[src/rtl/bus_mux_reg.sv]
// bus_mux_reg: registered one-hot bus multiplexer with source reporting and
// multi-driver conflict detection (sticky flag plus saturating counter).
module bus_mux_reg #(
  parameter int WIDTH     = 32,
  parameter int NUM_SRC   = 24,
  parameter int HOLD_LAST = 1,
  parameter int CNT_W     = 8,
  localparam int SEL_W    = (NUM_SRC > 1) ? $clog2(NUM_SRC) : 1
) (
  input  logic                     clk,
  input  logic                     clear,
  input  logic [WIDTH*NUM_SRC-1:0] src_data,
  input  logic [NUM_SRC-1:0]       src_en,
  input  logic                     err_clr,
  output logic [WIDTH-1:0]         bus_out,
  output logic                     bus_valid,
  output logic [SEL_W-1:0]         bus_sel,
  output logic                     conflict,
  output logic                     conflict_sticky,
  output logic [CNT_W-1:0]         conflict_cnt
);
  logic [SEL_W-1:0] winIdx;
  logic [WIDTH-1:0] winData;
  logic             anyEn;
  logic             multiEn;
  logic             cntSat;
  // Priority encoder: lowest set enable wins, a second set bit flags a conflict.
  always_comb begin
    winIdx  = '0;
    anyEn   = 1'b0;
    multiEn = 1'b0;
    for (int i = 0; i < NUM_SRC; i++) begin
      if (src_en[i]) begin
        if (anyEn) multiEn = 1'b1;
        else begin
          winIdx = SEL_W'(i);
          anyEn  = 1'b1;
        end
      end
    end
    winData = src_data[int'(winIdx)*WIDTH +: WIDTH];
    cntSat  = &conflict_cnt;
  end
  always_ff @(posedge clk or negedge clear) begin
    if (!clear) begin
      bus_out         <= '0;
      bus_valid       <= 1'b0;
      bus_sel         <= '0;
      conflict        <= 1'b0;
      conflict_sticky <= 1'b0;
      conflict_cnt    <= '0;
    end else begin
      bus_valid <= anyEn;
      conflict  <= multiEn;
      if (anyEn) begin
        bus_out <= winData;
        bus_sel <= winIdx;
      end else if (HOLD_LAST == 0) begin
        bus_out <= '0;
      end
      // A conflict in the same cycle as err_clr restarts the count at one.
      if (multiEn) begin
        conflict_sticky <= 1'b1;
        conflict_cnt    <= err_clr ? CNT_W'(1) : conflict_cnt + CNT_W'(!cntSat);
      end else if (err_clr) begin
        conflict_sticky <= 1'b0;
        conflict_cnt    <= '0;
      end
    end
  end
endmodule

[config.mk]
export PLATFORM = sky130hd
export DESIGN_NAME = bus_mux_reg
export DESIGN_NICKNAME = d
export VERILOG_FILES = /design/src/rtl/bus_mux_reg.sv
export SDC_FILE = /design/constraint.sdc
export NUM_CORES = 1
export LEC_CHECK = 0
export ABC_AREA = 1
export CORE_AREA = 2 2 324 326
export CTS_CLUSTER_SIZE = 10
export DETAILED_ROUTE_END_ITERATION = 7
export DIE_AREA = 0 0 326 328
export GPL_ROUTABILITY_DRIVEN = 0
export RECOVER_POWER = 100
export SLEW_MARGIN = 30
export SYNTH_ARGS = -nofsm -noshare
export SYNTH_HDL_FRONTEND = slang
export SYNTH_SLANG_ARGS = --single-unit
[constraint.sdc]
create_clock -name clk -period 2.05 [get_ports clk]
set_clock_uncertainty 0.15 [all_clocks]
set_input_delay 0.5125 -clock clk [delete_from_list [all_inputs] [get_ports clk]]
set_output_delay 0.5125 -clock clk [all_outputs]
set_load 0.005 [all_outputs]
==> results of run 1 <==
## Yosys cell counts (3+ instances only)
cell / n
sky130_fd_sc_hd__buf_6: 3
sky130_fd_sc_hd__inv_1: 230
sky130_fd_sc_hd__nor2_1: 193
sky130_fd_sc_hd__buf_2: 70
sky130_fd_sc_hd__o21ai_1: 55
sky130_fd_sc_hd__inv_2: 6
sky130_fd_sc_hd__nor2_4: 4
sky130_fd_sc_hd__nand3_1: 401
sky130_fd_sc_hd__a21oi_1: 44
sky130_fd_sc_hd__buf_4: 25
sky130_fd_sc_hd__o211ai_1: 143
sky130_fd_sc_hd__nand4_1: 16
sky130_fd_sc_hd__nand2_1: 870
sky130_fd_sc_hd__nand3_2: 3
sky130_fd_sc_hd__dfrtp_1: 48
sky130_fd_sc_hd__clkbuf_1: 59
sky130_fd_sc_hd__nor2_2: 3
sky130_fd_sc_hd__buf_1: 20
sky130_fd_sc_hd__o21ai_0: 57
sky130_fd_sc_hd__xor2_1: 5
sky130_fd_sc_hd__nand2_2: 3
## sequential cells by signal (all words and copies together) (netlist names)
name	flops
bus_out	32
bus_sel	5
bus_valid	1
conflict	1
conflict_cnt	8
conflict_sticky	1
## tightest hold or removal path, delay by kind of cell (launching register included)
kind | cells | cell delay (ns)
flip-flops | 1 | 0.36
AND/OR/NAND/NOR | 2 | 0.11
## per-stage QoR
stage | cell area, µm² | TNS (ns) | hold slack [ns]
after floorplan | 11600 | -32.09 | 0.0669
after global placement | 23400 | -83.90 | 0.314
after detailed placement | 23400 | -85.56 | 0.318
after CTS | 26500 | -46.23 | 0.349
after global routing | 28200 | -56.30 | 0.374
final | 28200 | -51.74 | 0.354
## final cells by class
cell class                      instances  share of cell area [%]
Tap cell                             1380                    6.11
Multi-Input combinational cell       1821                    36.2
Timing Repair Buffer                 1274                    49.0
Inverter                              238                    3.45
Antenna cell                           17                   0.151
Clock buffer                            5                   0.443
Sequential cell                        48                    4.29
Clock inverter                          3                   0.151
Timing Repair inverter                  4                   0.213
## power by group
part / switching (mW) / total, mW / internal [mW]
sequential: 0.184 / 1.23 / 1.05
clock: 0.604 / 1.19 / 0.582
combinational: 2.80 / 5.97 / 3.18
total: 3.58 / 8.39 / 4.81
## worst min-delay path by stage
| stage | startpoint | endpoint | slack [ns] | cells after the start |
|---|---|---|---|---|
| after floorplan | clear | bus_out[0] | 0.07 | 0 |
| after global placement | bus_sel[3] | bus_sel[3] | 0.31 | 2 |
| after detailed placement | bus_sel[0] | bus_sel[0] | 0.32 | 2 |
| after CTS | bus_sel[0] | bus_sel[0] | 0.35 | 2 |
| after global routing | bus_sel[2] | bus_sel[2] | 0.37 | 2 |
| final | bus_sel[0] | bus_sel[0] | 0.35 | 2 |
## cell families after synthesis
logic type                 after synthesis  synth area share, %
AOI/OAI and AO/OA                      308                 17.1
xor gates and xnor gates                 6                0.465
adders and majority gates                2                0.221
DFF                                     48                 10.6
and+or+nand+nor                       1503                 56.0
buffers and inverters                  415                 15.6
## what timing repair did
| item | CTS | global route |
|---|---|---|
| resized for setup | 479 | 276 |
| pin swaps | 113 | 159 |
| gates cloned | 25 | 25 |
| hold buffers | 1 | 0 |
| endpoints found under the hold margin | 8 | 0 |
| setup buffers | 112 | 21 |
| setup endpoints to repair | 77 | 53 |
## routing by layer
metal,part of all wire (%),vias up,global-route usage (%),wire length [µm]
met4,3.3,42,4.33,3930
met2,43,1303,31.1,50700
met3,9.7,256,5.91,11500
met5,0.22,-,0,257
met1,44,9912,27.6,52300
li1,-,9648,-,-
==> metrics.md, run 1 <==
| Metric | Value |
|---|---|
| Number of nets in the finished design | 4189 |
| Cell with the biggest individual delay on the critical path | sky130_fd_sc_hd__clkdlybuf4s50_1 |
| Count of different cell masters after synthesis | 40 |
| Depth of the most critical reg-to-reg path | 10 |
| Netlist area before placement | 11300 µm² |
| Clock tree from TritonCTS | yes |
| Highest Clock Rate | 304 MHz |
| Launching instance or port of the critical path | src_en[15] |
| Clock period minus worst slack | 3.29 ns |
| Cell leakage power | 12.4 nW |
| Total of max-cap violations | 0 |
| Result of the run | complete, but fails checks |
| Area Overhead vs Synth | 150% |
| Ranking of synthesized cells by area | sky130_fd_sc_hd__nand2_1, sky130_fd_sc_hd__nand3_1, sky130_fd_sc_hd__dfrtp_1, sky130_fd_sc_hd__o211ai_1, sky130_fd_sc_hd__inv_1 |
| Post-synthesis async set-or-reset flop share | 100% |
| Total Die Area | 107000 µm² |
| Final routed wirelength across all metal layers | 119000 µm |
| Area of the multi-input gates | 10200 µm² |
| Fraction of post-synthesis cell area in the top cell type by area | 28.9% |
| Depth of the CTS H-tree | 2 |
| Type of the setup path with the least slack | in2reg |
| Die Y-Extent | 328 µm |
| Via/cell ratio | 4.42 |
| Clock-pin transition on the worst setup and hold timing paths | 0.10 ns |
| Max Fanout on Critical Path | 7 |
| Total routing resource utilization after global routing | 20.2% |
| Tightest slew margin relative to the limit | 39.9% |
| Initial antenna violation count | 56 |
| Endpoint of the most critical setup path | bus_out[8] |
| Final setup violation count | 49 |
| Cell Count Post-Placement | 4601 |
| Width of the die | 326 µm |
| Failing checks | negative setup slack |
| Data arrival, critical path | 3.39 ns |
| Final worst-path setup slack | -1.24 ns |
| Root buffer selected by CTS | sky130_fd_sc_hd__clkbuf_16 |
| Stages on the worst setup path | 21 |
| Period utilization | 160% |
| Worst setup slack for register-to-register paths | 0.14 ns |
| Clock insertion delay at the later pin of the skew report | 0.35 ns |
| Routed wirelength normalized by instance count | 24.8 µm |
| Total of buffers placed on input and output ports | 842 |
| Standard-cell row count | 118 |
| Number of nets with antenna violations after detailed routing | 0 |
| CTS sink count | 48 |
| Largest net degree at the start of global routing | 79 |
| Cell family with most CP delay | buffers and inverters |
| Launch instance of the worst register-to-register path | conflict_cnt[2] |
| Cts bufs inserted | 5 |
| R2R Path End | conflict_cnt[6] |
| Tightest Hold Check Type | reg2reg |
| Syn_area_per_cell | 4.95 µm² |
| CP cell instances | clkdlybuf4s50_1, nor2_4, buf_4, nand3_2, nor2_2, nor2_4, nand3_4, o21ai_4, buf_12, buf_16, buf_16, buf_12, buf_6, nor2_4, nor2_1, o21ai_1, nand3_2, nand3_4, nand2_4, nand2_1, nand2_1 |
| Number of buffers and inverters on the critical path | 7 |
| Syn nets | 3079 |
| Initial DRC Count | 1921 |
| Seq. cell area | 1210 µm² |
| Worst Tran Pin Value | 0.901 ns |
| Cell accounting for the most synthesized area | sky130_fd_sc_hd__nand2_1 |
| Required @ worst endpoint | 2.15 ns |
| Number of slew-limit violations in the final report | 0 |
| I/O pin cnt | 843 |
| Synth warnings | 0 |
| Filler cells | 11200 |
| Power density over cell area | 297 nW/µm² |
| Initial Utilization | 11.0% |
| Final hold violations | 0 |
| Top library cells by usage in the layout, fill and taps aside | sky130_fd_sc_hd__clkdlybuf4s50_1, sky130_fd_sc_hd__nand2_1, sky130_fd_sc_hd__nand3_1 |
| Critical path's most frequent cell | sky130_fd_sc_hd__nor2_4 |
| Final cell count without fillers | 4790 |
| Wire length of the first global-routing pass | 153000 µm |
| Crit start category | primary input |
| Number of enable flip-flop cells after synthesis | 0 |
| Number of iterations in the first detailed-routing pass | 6 |
| Number of instances in the synthesized netlist | 2282 |
| #FFs+latches synth | 48 |
| Post-synth top flop | sky130_fd_sc_hd__dfrtp_1 |
| RSZ-0062 raised after global routing | yes |
| Routed via count | 21200 |
| Share of layout cells above drive strength 1 | 25.2% |
| Longest individual stage delay on the worst path | 0.51 ns |
| Sum of internal, switching and leakage power | 8.39 mW |
| Total global routing overflow | 0 |
| Area of the core | 103000 µm² |
| Max IR drop VDD | 0.000313 V |
| DRC | 0 |
| Capturing element type of the critical path | register |
| Most common cell after layout, fill and taps aside | sky130_fd_sc_hd__clkdlybuf4s50_1 |
| Pre-CTS WS | -2.28 ns |
| Final core utilization | 27.4% |
| Via count of the first global-routing pass | 20100 |
| Sequential-to-total area share from yosys stat | 10.6% |
| Maximum number of buffers from clock root to sink | 2 |
| Half-perimeter wire length after placement | 91100 µm |
No activity file was read; power rests on OpenSTA's default activity.
==> run 2, diff against run 1 <==
- CORE_AREA: 2 2 324 326 -> 2 2 323 325
- DIE_AREA: 0 0 326 328 -> 0 0 325 327
- GPL_TIMING_DRIVEN: default -> 0
- clock period: 2.05 -> 3 ns (I/O delays scaled with it)
==> run 2 against run 1 <==
- the run still ends with negative setup slack left
- clock-buffer cell count rose by 1
- critical endpoint is now bus_out[17]
- non-clock buffer count shrank 144
- sequential power down 39%
- critical path type unchanged
- global-route usage increased by 1.5 points
- worst setup slack better by 0.31 ns
==> metrics.md, run 2 (synthesis gave the netlist of run 1 again) <==
| Metric | Value |
|---|---|
| Result of the run | complete, but fails checks |
| Failing checks | negative setup slack |
| Clock tree from TritonCTS | yes |
| Total global routing overflow | 0 (unchanged) |
| Initial antenna violation count | 66 (+18%) |
| Routed via count | 20000 (-5.3%) |
| Worst Hold Depth | 2 (unchanged) |
| Final routed wirelength across all metal layers | 122000 µm (+2.5%) |
| Type of the setup path with the least slack | in2reg |
| Total routing resource utilization after global routing | 21.7% (+1.5 points) |
| Number of nets in the finished design | 4039 (-3.6%) |
| Sum of negative setup slack | -23.57 ns (+28.16 ns) |
| Max IR drop VDD | 0.000195 V (-38%) |
| Number of slew-limit violations in the final report | 0 (unchanged) |
| Final worst-path setup slack | -0.925 ns (+0.310 ns) |
| Sum of internal, switching and leakage power | 5.37 mW (-36%) |
| Cell leakage power | 10.8 nW (-13%) |
| Area of the core | 103000 µm² (-0.29%) |
| Total of max-cap violations | 0 (unchanged) |
| Total Die Area | 106000 µm² (-0.61%) |
| I/O pin cnt | 843 (unchanged) |
| CTS sink count | 48 (unchanged) |
| RSZ-0062 raised after global routing | yes |
| Clock insertion delay at the later pin of the skew report | 0.32 ns (-0.03 ns) |
| Post-CTS Hold Fix Bufs | 0 (-1) |
| Pre-CTS WS | -2.80 ns (-0.519 ns) |
| Number of iterations in the first detailed-routing pass | 6 (unchanged) |
| Width of the die | 325 µm (-0.31%) |
| Share of layout cells above drive strength 1 | 17.1% (-8.1 points) |
| Flip-flop count of the largest register, all copies and words added | 32 (unchanged) |
| Standard-cell row count | 118 (unchanged) |
| Power density over cell area | 214 nW/µm² (-28%) |
| Final setup violation count | 32 (-35%) |
| Clock period minus worst slack | 3.93 ns |
| Period utilization | 131% |
| Max Fanout on Critical Path | 7 (unchanged) |
| DRC | 0 (unchanged) |
| Capturing element type of the critical path | register |
| Top library cells by usage in the layout, fill and taps aside | sky130_fd_sc_hd__clkdlybuf4s50_1, sky130_fd_sc_hd__nand2_1, sky130_fd_sc_hd__nand3_1 |
| Die Y-Extent | 327 µm (-0.30%) |
| Wire length of the first global-routing pass | 158000 µm (+3.3%) |
| Tightest slew margin relative to the limit | 12.8% (-27 points) |
| Final hold violations | 0 (unchanged) |
| Routed wirelength normalized by instance count | 26.1 µm (+5.4%) |
| Initial Utilization | 11.0% (+0.031 points) |
| Final cell count without fillers | 4657 (-2.8%) |
| Maximum number of buffers from clock root to sink | 2 (unchanged) |
| Largest net degree at the start of global routing | 37 (-53%) |
| Cts bufs inserted | 5 (unchanged) |
| Depth of the CTS H-tree | 2 (unchanged) |
| Highest Clock Rate | 255 MHz |
| Crit start category | primary input |
| Number of nets with antenna violations after detailed routing | 0 (unchanged) |
| Final core utilization | 24.4% (-3.0 points) |
| Via/cell ratio | 4.30 (-2.6%) |
| Half-perimeter wire length after placement | 103000 µm (+13%) |
| Depth of the most critical reg-to-reg path | 10 (unchanged) |
| Root buffer selected by CTS | sky130_fd_sc_hd__clkbuf_16 |
| Registers with the most flip-flops | bus_out (32), conflict_cnt (8), bus_sel (5) |
| Initial DRC Count | 1825 (-5.0%) |
| Required @ worst endpoint | 3.12 ns (+0.97 ns) |
| Most common cell after layout, fill and taps aside | sky130_fd_sc_hd__clkdlybuf4s50_1 |
| Register with the highest flop count | bus_out |
| Total of buffers placed on input and output ports | 842 (unchanged) |
| Clock-pin transition on the worst setup and hold timing paths | 0.09 ns (about the same) |
| Area Overhead vs Synth | 122% |
| Cell Count Post-Placement | 4505 (-2.1%) |
| Data arrival, critical path | 4.04 ns (+0.65 ns) |
| Tightest Hold Check Type | reg2reg |
| Via count of the first global-routing pass | 19400 (-3.2%) |
| Worst Tran Pin Value | 1.31 ns (+0.407 ns) |
==> run 2: cell types whose count changed in the layout (fill, tap and decap cells not counted), sizes merged, moves of 9 or more <==
cell	delta
clkbuf	+41
bufbuf	-9
diode	+17
buf	-174
dlygate4sd3	+42
dlygate4sd2	-26
clkdlybuf4s50	-16
==> run 2: worst max-delay path, stage by stage <==
cell and delay (ns):
sky130_fd_sc_hd__buf_8 0.10, sky130_fd_sc_hd__nor2_4 0.14, sky130_fd_sc_hd__nand2_4 0.07, sky130_fd_sc_hd__nor2_4 0.16, sky130_fd_sc_hd__nand3_4 0.13, sky130_fd_sc_hd__nor3_4 0.22, sky130_fd_sc_hd__buf_6 0.14, sky130_fd_sc_hd__nand3_4 0.07
sky130_fd_sc_hd__nor2_4 0.12, sky130_fd_sc_hd__nor2_2 0.06, sky130_fd_sc_hd__nand3_4 0.10, sky130_fd_sc_hd__o21ai_4 0.07, sky130_fd_sc_hd__buf_12 0.14, sky130_fd_sc_hd__buf_16 0.15, sky130_fd_sc_hd__buf_12 0.14, sky130_fd_sc_hd__buf_8 0.13
sky130_fd_sc_hd__nand2_2 0.07, sky130_fd_sc_hd__nand2_4 0.04, sky130_fd_sc_hd__o211ai_1 0.61, sky130_fd_sc_hd__nand3_2 0.29, sky130_fd_sc_hd__nand2_4 0.16, sky130_fd_sc_hd__nand2_2 0.07, sky130_fd_sc_hd__nand2_1 0.08
==> run 2: routing by layer <==
layer  routed length (µm)  global-route usage (%)  share of wire [%]  vias to the layer above
li1                     -                       -                  -                     9345
met1                51500                    27.4                 42                     9295
met2                54800                    34.8                 45                     1126
met3                10300                    6.09                8.5                      226
met4                 4700                    8.32                3.9                       50
met5                  334                       0               0.27                        -
==> run 2: through the flow <==
| stage | area [µm²] | hold slack, ns |
|---|---|---|
| floorplan | 11600 | 0.304 |
| global placement | 21700 | 0.326 |
| detailed placement | 21800 | 0.329 |
| CTS | 23600 | 0.168 |
| global route | 25100 | 0.380 |
| finish | 25100 | 0.343 |
==> run 2: path summary, 6_finish.rpt <==
path | start | to | slack, ns
min in group asynchronous | clear | conflict | 0.56
min | bus_sel[1] | bus_sel[1] | 0.34
max | src_en[6] | bus_out[17] | -0.93
max reg2reg | conflict_cnt[2] | conflict_cnt[6] | 1.12
max in group asynchronous | clear | bus_out[25] | 0.24
min reg2reg | bus_sel[1] | bus_sel[1] | 0.34
==> run 2: power by group <==
group	switching, mW	total, mW	leakage (nW)	internal [mW]
combinational	1.99	3.87	10.1	1.88
clock	0.352	0.748	0.0811	0.396
sequential	0.0411	0.754	0.573	0.713
total	2.39	5.37	10.8	2.99
==> run 2: area by class of cell <==
type                       instances  area [µm²]
antenna                           34        85.1
tap                             1380        1730
multi-input combinational       1819        9760
sequential                        48        1200
clock buffer                       6         129
buffer                           174        1680
fill                           11700       77800
inverter                         238         921
timing repair buffer             956        9590
clock inverter                     2        35.0
==> run 2: repair_timing <==
item                       in CTS  in global routing
buffers inserted               69                 46
gates resized for setup       342                314
cloned                          1                  1
pin swaps                      73                128
setup endpoints to repair      48                 48
